--- config.mk ---
export PLATFORM = sky130hd
export DESIGN_NAME = acc_cpu_core_flat
export DESIGN_NICKNAME = d
export VERILOG_FILES = /design/src/rtl/acc_cpu_core_if.sv /design/src/rtl/acc_cpu_core.sv /design/src/flat_wrapper.sv
export SDC_FILE = /design/constraint.sdc
export NUM_CORES = 1
export LEC_CHECK = 0
export BUFFER_PORTS_ARGS = -buffer_cell sky130_fd_sc_hd__buf_4
export CAP_MARGIN = 15
export CORE_MARGIN = 3
export CORE_UTILIZATION = 57
export CTS_CLUSTER_SIZE = 14
export DETAILED_ROUTE_END_ITERATION = 10
export PLACE_DENSITY = 0.76
export SLEW_MARGIN = 20
export SYNTH_ARGS = -nofsm -noshare
export SYNTH_HDL_FRONTEND = slang
export SYNTH_SLANG_ARGS = --single-unit
--- constraint.sdc ---
create_clock -name clock -period 10.4 [get_ports clock]
set_clock_uncertainty 0.15 [all_clocks]
set_input_delay 2.08 -clock clock [delete_from_list [all_inputs] [get_ports clock]]
set_output_delay 2.08 -clock clock [all_outputs]
set_load 0.02 [all_outputs]
--- src/rtl/acc_cpu_core_if.sv ---
// Load port of the accumulator CPU: valid/ready write channel into the
// instruction or data memory.
interface acc_cpu_core_if #(
    parameter int ADDR_W = 5
);
    localparam int INSTR_W = 3 + ADDR_W;

    logic               load_valid;
    logic               load_ready;
    logic               load_sel;
    logic [ADDR_W-1:0]  load_addr;
    logic [INSTR_W-1:0] load_data;

    modport master (
        output load_valid, load_sel, load_addr, load_data,
        input  load_ready
    );

    modport slave (
        input  load_valid, load_sel, load_addr, load_data,
        output load_ready
    );
endinterface

--- src/rtl/acc_cpu_core.sv ---
// Parametrised multi-cycle accumulator CPU with internal instruction/data
// memories, start/halt control, carry/zero flags and a retired counter.
//
// state  | meaning
// IDLE   | after reset; memories loadable, waiting for start
// FETCH  | ir <= imem[pc]
// EXEC   | execute ir, update pc/acc/dmem, count instruction
// HALTED | HLT executed; memories loadable, start reruns from pc 0
module acc_cpu_core #(
    parameter int DATA_W = 8,
    parameter int ADDR_W = 5,
    parameter int CNT_W  = 16
) (
    input  logic               clock,
    input  logic               reset,
    input  logic               start,
    acc_cpu_core_if.slave      ld,
    input  logic [ADDR_W-1:0]  dbg_addr,
    output logic [DATA_W-1:0]  dbg_data,
    output logic [ADDR_W-1:0]  pc,
    output logic [2+ADDR_W:0]  ir,
    output logic [DATA_W-1:0]  acc,
    output logic               carry,
    output logic               zero,
    output logic               busy,
    output logic               halted,
    output logic [CNT_W-1:0]   retired
);
    localparam int INSTR_W = 3 + ADDR_W;
    localparam int DEPTH   = 2 ** ADDR_W;

    localparam logic [2:0] OP_HLT = 3'b000;
    localparam logic [2:0] OP_SKZ = 3'b001;
    localparam logic [2:0] OP_ADD = 3'b010;
    localparam logic [2:0] OP_AND = 3'b011;
    localparam logic [2:0] OP_XOR = 3'b100;
    localparam logic [2:0] OP_LDA = 3'b101;
    localparam logic [2:0] OP_STO = 3'b110;
    localparam logic [2:0] OP_JMP = 3'b111;

    typedef enum logic [1:0] {IDLE, FETCH, EXEC, HALTED} state_t;

    state_t              state;
    logic                ready;
    logic [INSTR_W-1:0]  imem [DEPTH];
    logic [DATA_W-1:0]   dmem [DEPTH];
    logic [DATA_W-1:0]   load_word;
    logic                load_fire;
    logic [2:0]          opcode;
    logic [ADDR_W-1:0]   operand;
    logic [DATA_W-1:0]   mem_word;
    logic [DATA_W:0]     sum;

    generate
        if (DATA_W <= INSTR_W) begin : g_load_trunc
            assign load_word = ld.load_data[DATA_W-1:0];
        end else begin : g_load_ext
            assign load_word = {{(DATA_W-INSTR_W){1'b0}}, ld.load_data};
        end
    endgenerate

    assign ld.load_ready = ready;
    assign load_fire     = ld.load_valid && ready;
    assign opcode        = ir[INSTR_W-1:ADDR_W];
    assign operand       = ir[ADDR_W-1:0];
    assign mem_word      = dmem[operand];
    assign sum           = {1'b0, acc} + {1'b0, mem_word};
    assign zero          = (acc == '0);
    assign dbg_data      = dmem[dbg_addr];

    // Instruction memory keeps its contents across reset.
    always_ff @(posedge clock) begin
        if (load_fire && !ld.load_sel)
            imem[ld.load_addr] <= ld.load_data;
    end

    always_ff @(posedge clock or posedge reset) begin
        if (reset) begin
            state   <= IDLE;
            ready   <= 1'b1;
            busy    <= 1'b0;
            halted  <= 1'b0;
            pc      <= '0;
            ir      <= '0;
            acc     <= '0;
            carry   <= 1'b0;
            retired <= '0;
            for (int i = 0; i < DEPTH; i++)
                dmem[i] <= '0;
        end else begin
            if (load_fire && ld.load_sel)
                dmem[ld.load_addr] <= load_word;

            case (state)
                IDLE, HALTED: begin
                    // A load in the same cycle wins over start.
                    if (start && !load_fire) begin
                        state   <= FETCH;
                        pc      <= '0;
                        retired <= '0;
                        ready   <= 1'b0;
                        busy    <= 1'b1;
                        halted  <= 1'b0;
                    end
                end
                FETCH: begin
                    ir    <= imem[pc];
                    state <= EXEC;
                end
                EXEC: begin
                    if (retired != '1)
                        retired <= retired + 1'b1;
                    state <= FETCH;
                    pc    <= pc + 1'b1;
                    case (opcode)
                        OP_HLT: begin
                            pc     <= pc;
                            state  <= HALTED;
                            ready  <= 1'b1;
                            busy   <= 1'b0;
                            halted <= 1'b1;
                        end
                        OP_SKZ: pc <= pc + (zero ? ADDR_W'(2) : ADDR_W'(1));
                        OP_ADD: {carry, acc} <= sum;
                        OP_AND: acc <= acc & mem_word;
                        OP_XOR: acc <= acc ^ mem_word;
                        OP_LDA: acc <= mem_word;
                        OP_STO: dmem[operand] <= acc;
                        OP_JMP: pc <= operand;
                        default: ;
                    endcase
                end
                default: state <= IDLE;
            endcase
        end
    end
endmodule

--- src/flat_wrapper.sv ---
// flat-port wrapper written by rule: the top's interface ports become plain ports
module acc_cpu_core_flat 
#(
    parameter int DATA_W = 8,
    parameter int ADDR_W = 5,
    parameter int CNT_W  = 16
)
  (clock, reset, start, dbg_addr, dbg_data, pc, ir, acc, carry, zero, busy, halted, retired, ld_load_valid, ld_load_sel, ld_load_addr, ld_load_data, ld_load_ready);
  acc_cpu_core_if #(.ADDR_W(ADDR_W)) ld_i ();
  input  logic clock;
  input  logic reset;
  input  logic start;
  input  logic [ADDR_W-1:0] dbg_addr;
  output logic [DATA_W-1:0] dbg_data;
  output logic [ADDR_W-1:0] pc;
  output logic [2+ADDR_W:0] ir;
  output logic [DATA_W-1:0] acc;
  output logic carry;
  output logic zero;
  output logic busy;
  output logic halted;
  output logic [CNT_W-1:0] retired;
  input wire logic [$bits(ld_i.load_valid)-1:0] ld_load_valid;
  input wire logic [$bits(ld_i.load_sel)-1:0] ld_load_sel;
  input wire logic [$bits(ld_i.load_addr)-1:0] ld_load_addr;
  input wire logic [$bits(ld_i.load_data)-1:0] ld_load_data;
  output wire logic [$bits(ld_i.load_ready)-1:0] ld_load_ready;
  assign ld_i.load_valid = ld_load_valid;
  assign ld_i.load_sel = ld_load_sel;
  assign ld_i.load_addr = ld_load_addr;
  assign ld_i.load_data = ld_load_data;
  assign ld_load_ready = ld_i.load_ready;
  acc_cpu_core #(.DATA_W(DATA_W), .ADDR_W(ADDR_W), .CNT_W(CNT_W)) u_core (.clock(clock), .reset(reset), .start(start), .ld(ld_i), .dbg_addr(dbg_addr), .dbg_data(dbg_data), .pc(pc), .ir(ir), .acc(acc), .carry(carry), .zero(zero), .busy(busy), .halted(halted), .retired(retired));
endmodule
==> results.sh <==
export IMPL_status="finished clean"
export IMPL_seq_area_um2=15180
export IMPL_postSynth_asyncResetShare_pct=53.87
export IMPL_critical_path_top_delay_family="multiplexers"
export IMPL_combPwrFrac_pct=35.4
export IMPL_p_int_mw=5.007
export IMPL_clock_sinks=555
export IMPL_cts_hold_buf=0
export IMPL_leakage_nw=10.94
export IMPL_placementRows=81
export IMPL_max_freq_mhz=142.8
export IMPL_fin_tns_setup_ps=0
export IMPL_nFillCells=3688
export IMPL_first_iter_violations=2930
export IMPL_synth_area_um2=28790
export IMPL_relSlewSlack_pct=26.72
export IMPL_areaGrowthSynthToFinish_pct=9.370
export IMPL_hold_violations=0
export IMPL_multi_input_area_um2=12710
export IMPL_clk_pin_slew_ps=60
export IMPL_pwr_share_seq_pct=39.1
export IMPL_period_share_pct=67.32
export IMPL_netlist_cell_type_count=69
export IMPL_synthFlopType="dfrtp_1"
export IMPL_rr_worst_depth=11
export IMPL_wl_per_cell_um=30.52
export IMPL_cp_required_ps=8170
export IMPL_cp_slowest_cell="buf_4"
export IMPL_reg2reg_from="u_core.ir[0]"
export IMPL_worstPathCellList="buf_4, buf_4, mux4_2, mux4_2, mux2_2, buf_4"
export IMPL_ys_seq_area_share_pct=52.69
export IMPL_grt_overflow_total=0
export IMPL_die_area_um2=53240
export IMPL_holdPathStages=1
export IMPL_grt_max_degree=143
export IMPL_setup_violations=0
export IMPL_grt_pass1_vias=19932
export IMPL_power_switching_mw=3.181
export IMPL_cp_arrival_ps=4770
export IMPL_syn_area_per_cell_um2=12.59
export IMPL_via_per_inst=6.939
export IMPL_start_kind="primary input"
export IMPL_synth_edf_count=256
export IMPL_first_pass_iters=6
export IMPL_route_detailed_drc=0
export IMPL_numCtsBuffers=58
export IMPL_ir_drop_uv=151.7
export IMPL_cpPeakStageDelay_ps=740
export IMPL_fin_nets=2305
export IMPL_rsz0062_at_grt="false"
export IMPL_antenna_found_initial=5
export IMPL_grt_pass1_wl_mm=135.5
export IMPL_syn_num_nets=2327
export IMPL_post_route_util_pct=63.67
export IMPL_cts_tree="yes"
export IMPL_design_core_area_um2=49460
export IMPL_ys_seq_elements=555
export IMPL_gp_congestion=1.030
export IMPL_clockBufferDepth=3
export IMPL_drive_above_1_share_pct=18.19
export IMPL_path_class="primary input to output port"
export IMPL_period_minus_slack_ps=7001
export IMPL_vias=20691
export IMPL_min_path_type="register to register"
export IMPL_cpMostUsedCell="buf_4"
export IMPL_die_height_um=230.7
export IMPL_clock_power_share_pct=25.5
export IMPL_cp_end_kind="output port"
export IMPL_p_per_area_nw_per_um2=260.0
export IMPL_die_x_um=230.7
export IMPL_clock_latency_ps=660
export IMPL_ios=73
export IMPL_cts_root_buf="clkbuf_16"
export IMPL_stdcell_area_um2=31490
export IMPL_htreeDepth=2
export IMPL_max_cap_viol_count=0
export IMPL_crit_fanout=45
export IMPL_p_sw_share_pct=38.85
export IMPL_post_cts_setup_buffer_count=0
export IMPL_cp_num_buf_inv=3
export IMPL_dpl_hpwl_mm=59.75
export IMPL_cp_num_cells=6
export IMPL_maxSlewViolCount=0
export IMPL_placed_area_um2=29550
export IMPL_port_buffers=72
export IMPL_fin_hold_ws_ps=353.8
export IMPL_cts_repair_resize_count=0
export IMPL_grt_usage_pct=34.43
export IMPL_wl_mm=91.01
export IMPL_syn_inst=2287
export IMPL_detail_route_antenna_nets=0
export IMPL_yosys_warnings=0
export IMPL_min_delay_start="u_core.busy"
export IMPL_worst_slew_pin_slew_ps=1089
export IMPL_initial_core_util_pct=58.21
export IMPL_cp_startpoint="dbg_addr[0]"
[layout by cell type (no fill, tap or decap), types with 12 or more instances in the layout]
master / n
mux2i_1: 307
dfrtp_1: 294
edfxtp_1: 256
nand2_1: 251
o21ai_0: 211
mux4_2: 184
nor2_1: 163
a21oi_1: 111
buf_4: 98
clkbuf_16: 58
a22oi_1: 52
o22ai_1: 27
nor3_1: 18
nor2_2: 18
inv_1: 17
clkbuf_1: 17
ha_1: 15
nand3_1: 12
[power groups by stage]
stage	clock, mW	combinational [mW]	sequential [mW]
2_1_floorplan	0	2.04	2.93
3_3_place_gp	0	2.76	3.20
3_5_place_dp	0	2.83	3.19
4_1_cts	2.11	2.85	3.15
5_1_grt	2.20	3.09	3.21
6_report	2.09	2.90	3.20
[through the flow]
step	total power [mW]	setup slack [ps]	instances
4_1_cts	8.110	3335	2978
2_1_floorplan	4.965	4198	2287
5_1_grt	8.497	3218	2981
6_report	8.187	3399	2982
3_5_place_dp	6.015	3338	2869
3_3_place_gp	5.962	3395	2869
[cells in the mapped netlist, drive strengths merged, types with 4 or more instances]
cell / count / area share [%]
a211oi: 4 / 0.10
or2: 4 / 0.087
edfxtp: 256 / 27
a22oi: 52 / 1.4
o22ai: 27 / 0.59
o21ai: 219 / 3.8
or4bb: 6 / 0.23
a22o: 4 / 0.12
nand4: 10 / 0.22
or3b: 5 / 0.15
and3b: 5 / 0.15
xor2: 7 / 0.21
nand2: 251 / 3.3
nand3b: 8 / 0.21
clkbuf: 101 / 1.3
nor2b: 5 / 0.11
buf: 80 / 1.6
or3: 8 / 0.17
nand2b: 7 / 0.15
a21o: 6 / 0.16
mux2i: 307 / 11
nor3b: 10 / 0.26
nor2: 181 / 2.5
mux4: 184 / 14
or4b: 4 / 0.14
nand3: 12 / 0.21
a21oi: 111 / 1.9
and2: 4 / 0.087
dfrtp: 298 / 26
mux2: 8 / 0.31
nand4b: 6 / 0.18
a31oi: 4 / 0.087
ha: 15 / 0.65
nor4: 7 / 0.20
o31ai: 4 / 0.10
inv: 18 / 0.23
nor3: 18 / 0.31
[metal layers]
layer / vias up / GRT usage, % / part of all wire, %
met2: 1459 / 50.52 / 44
met3: 264 / 9.279 / 13
met5: - / 0 / 0
met4: 0 / 13.73 / 4.6
met1: 10389 / 49.42 / 38
li1: 8579 / - / -
[flip-flops by register name, summed over array words and instances (netlist names)]
| signal | flops |
|---|---|
| u_core.ld.load_ready | 1 |
| u_core.acc | 8 |
| u_core.ir | 8 |
| u_core.state | 2 |
| u_core.dmem | 256 |
| u_core.pc | 5 |
| u_core.carry | 1 |
| u_core.retired | 16 |
| u_core.imem | 256 |
| u_core.halted | 1 |
| u_core.busy | 1 |
[area by class of cell]
type / count / share of cell area [%]
clock buffers: 85 / 5.249
diodes: 4 / 0.03179
well taps: 664 / 2.638
repair buffers: 99 / 2.400
clock inverters: 24 / 0.8662
flip-flops and latches: 555 / 48.21
inverters: 20 / 0.2503
multi-input cells: 1531 / 40.35
[final timing paths]
kind | endpoint | slack (ps)
max | dbg_data[3] | 3400
min | u_core.busy | 350
max reg2reg | u_core.acc[6] | 5250
min reg2reg | u_core.busy | 350
max in group asynchronous | u_core.dmem[204] | 7260
min in group asynchronous | u_core.dmem[253] | 1390
[cell families after synthesis]
kind of cell | count (synthesis) | share of synthesized area (%)
xor gates and xnor gates | 7 | 0.2129
muxes | 499 | 25.38
DFF | 555 | 52.69
and+or+nand+nor | 559 | 8.861
adders and majority gates | 17 | 0.7909
AOI/OAI and AO/OA | 449 | 8.870
buffers and inverters | 201 | 3.194
Power figures use the tool's default switching activity.
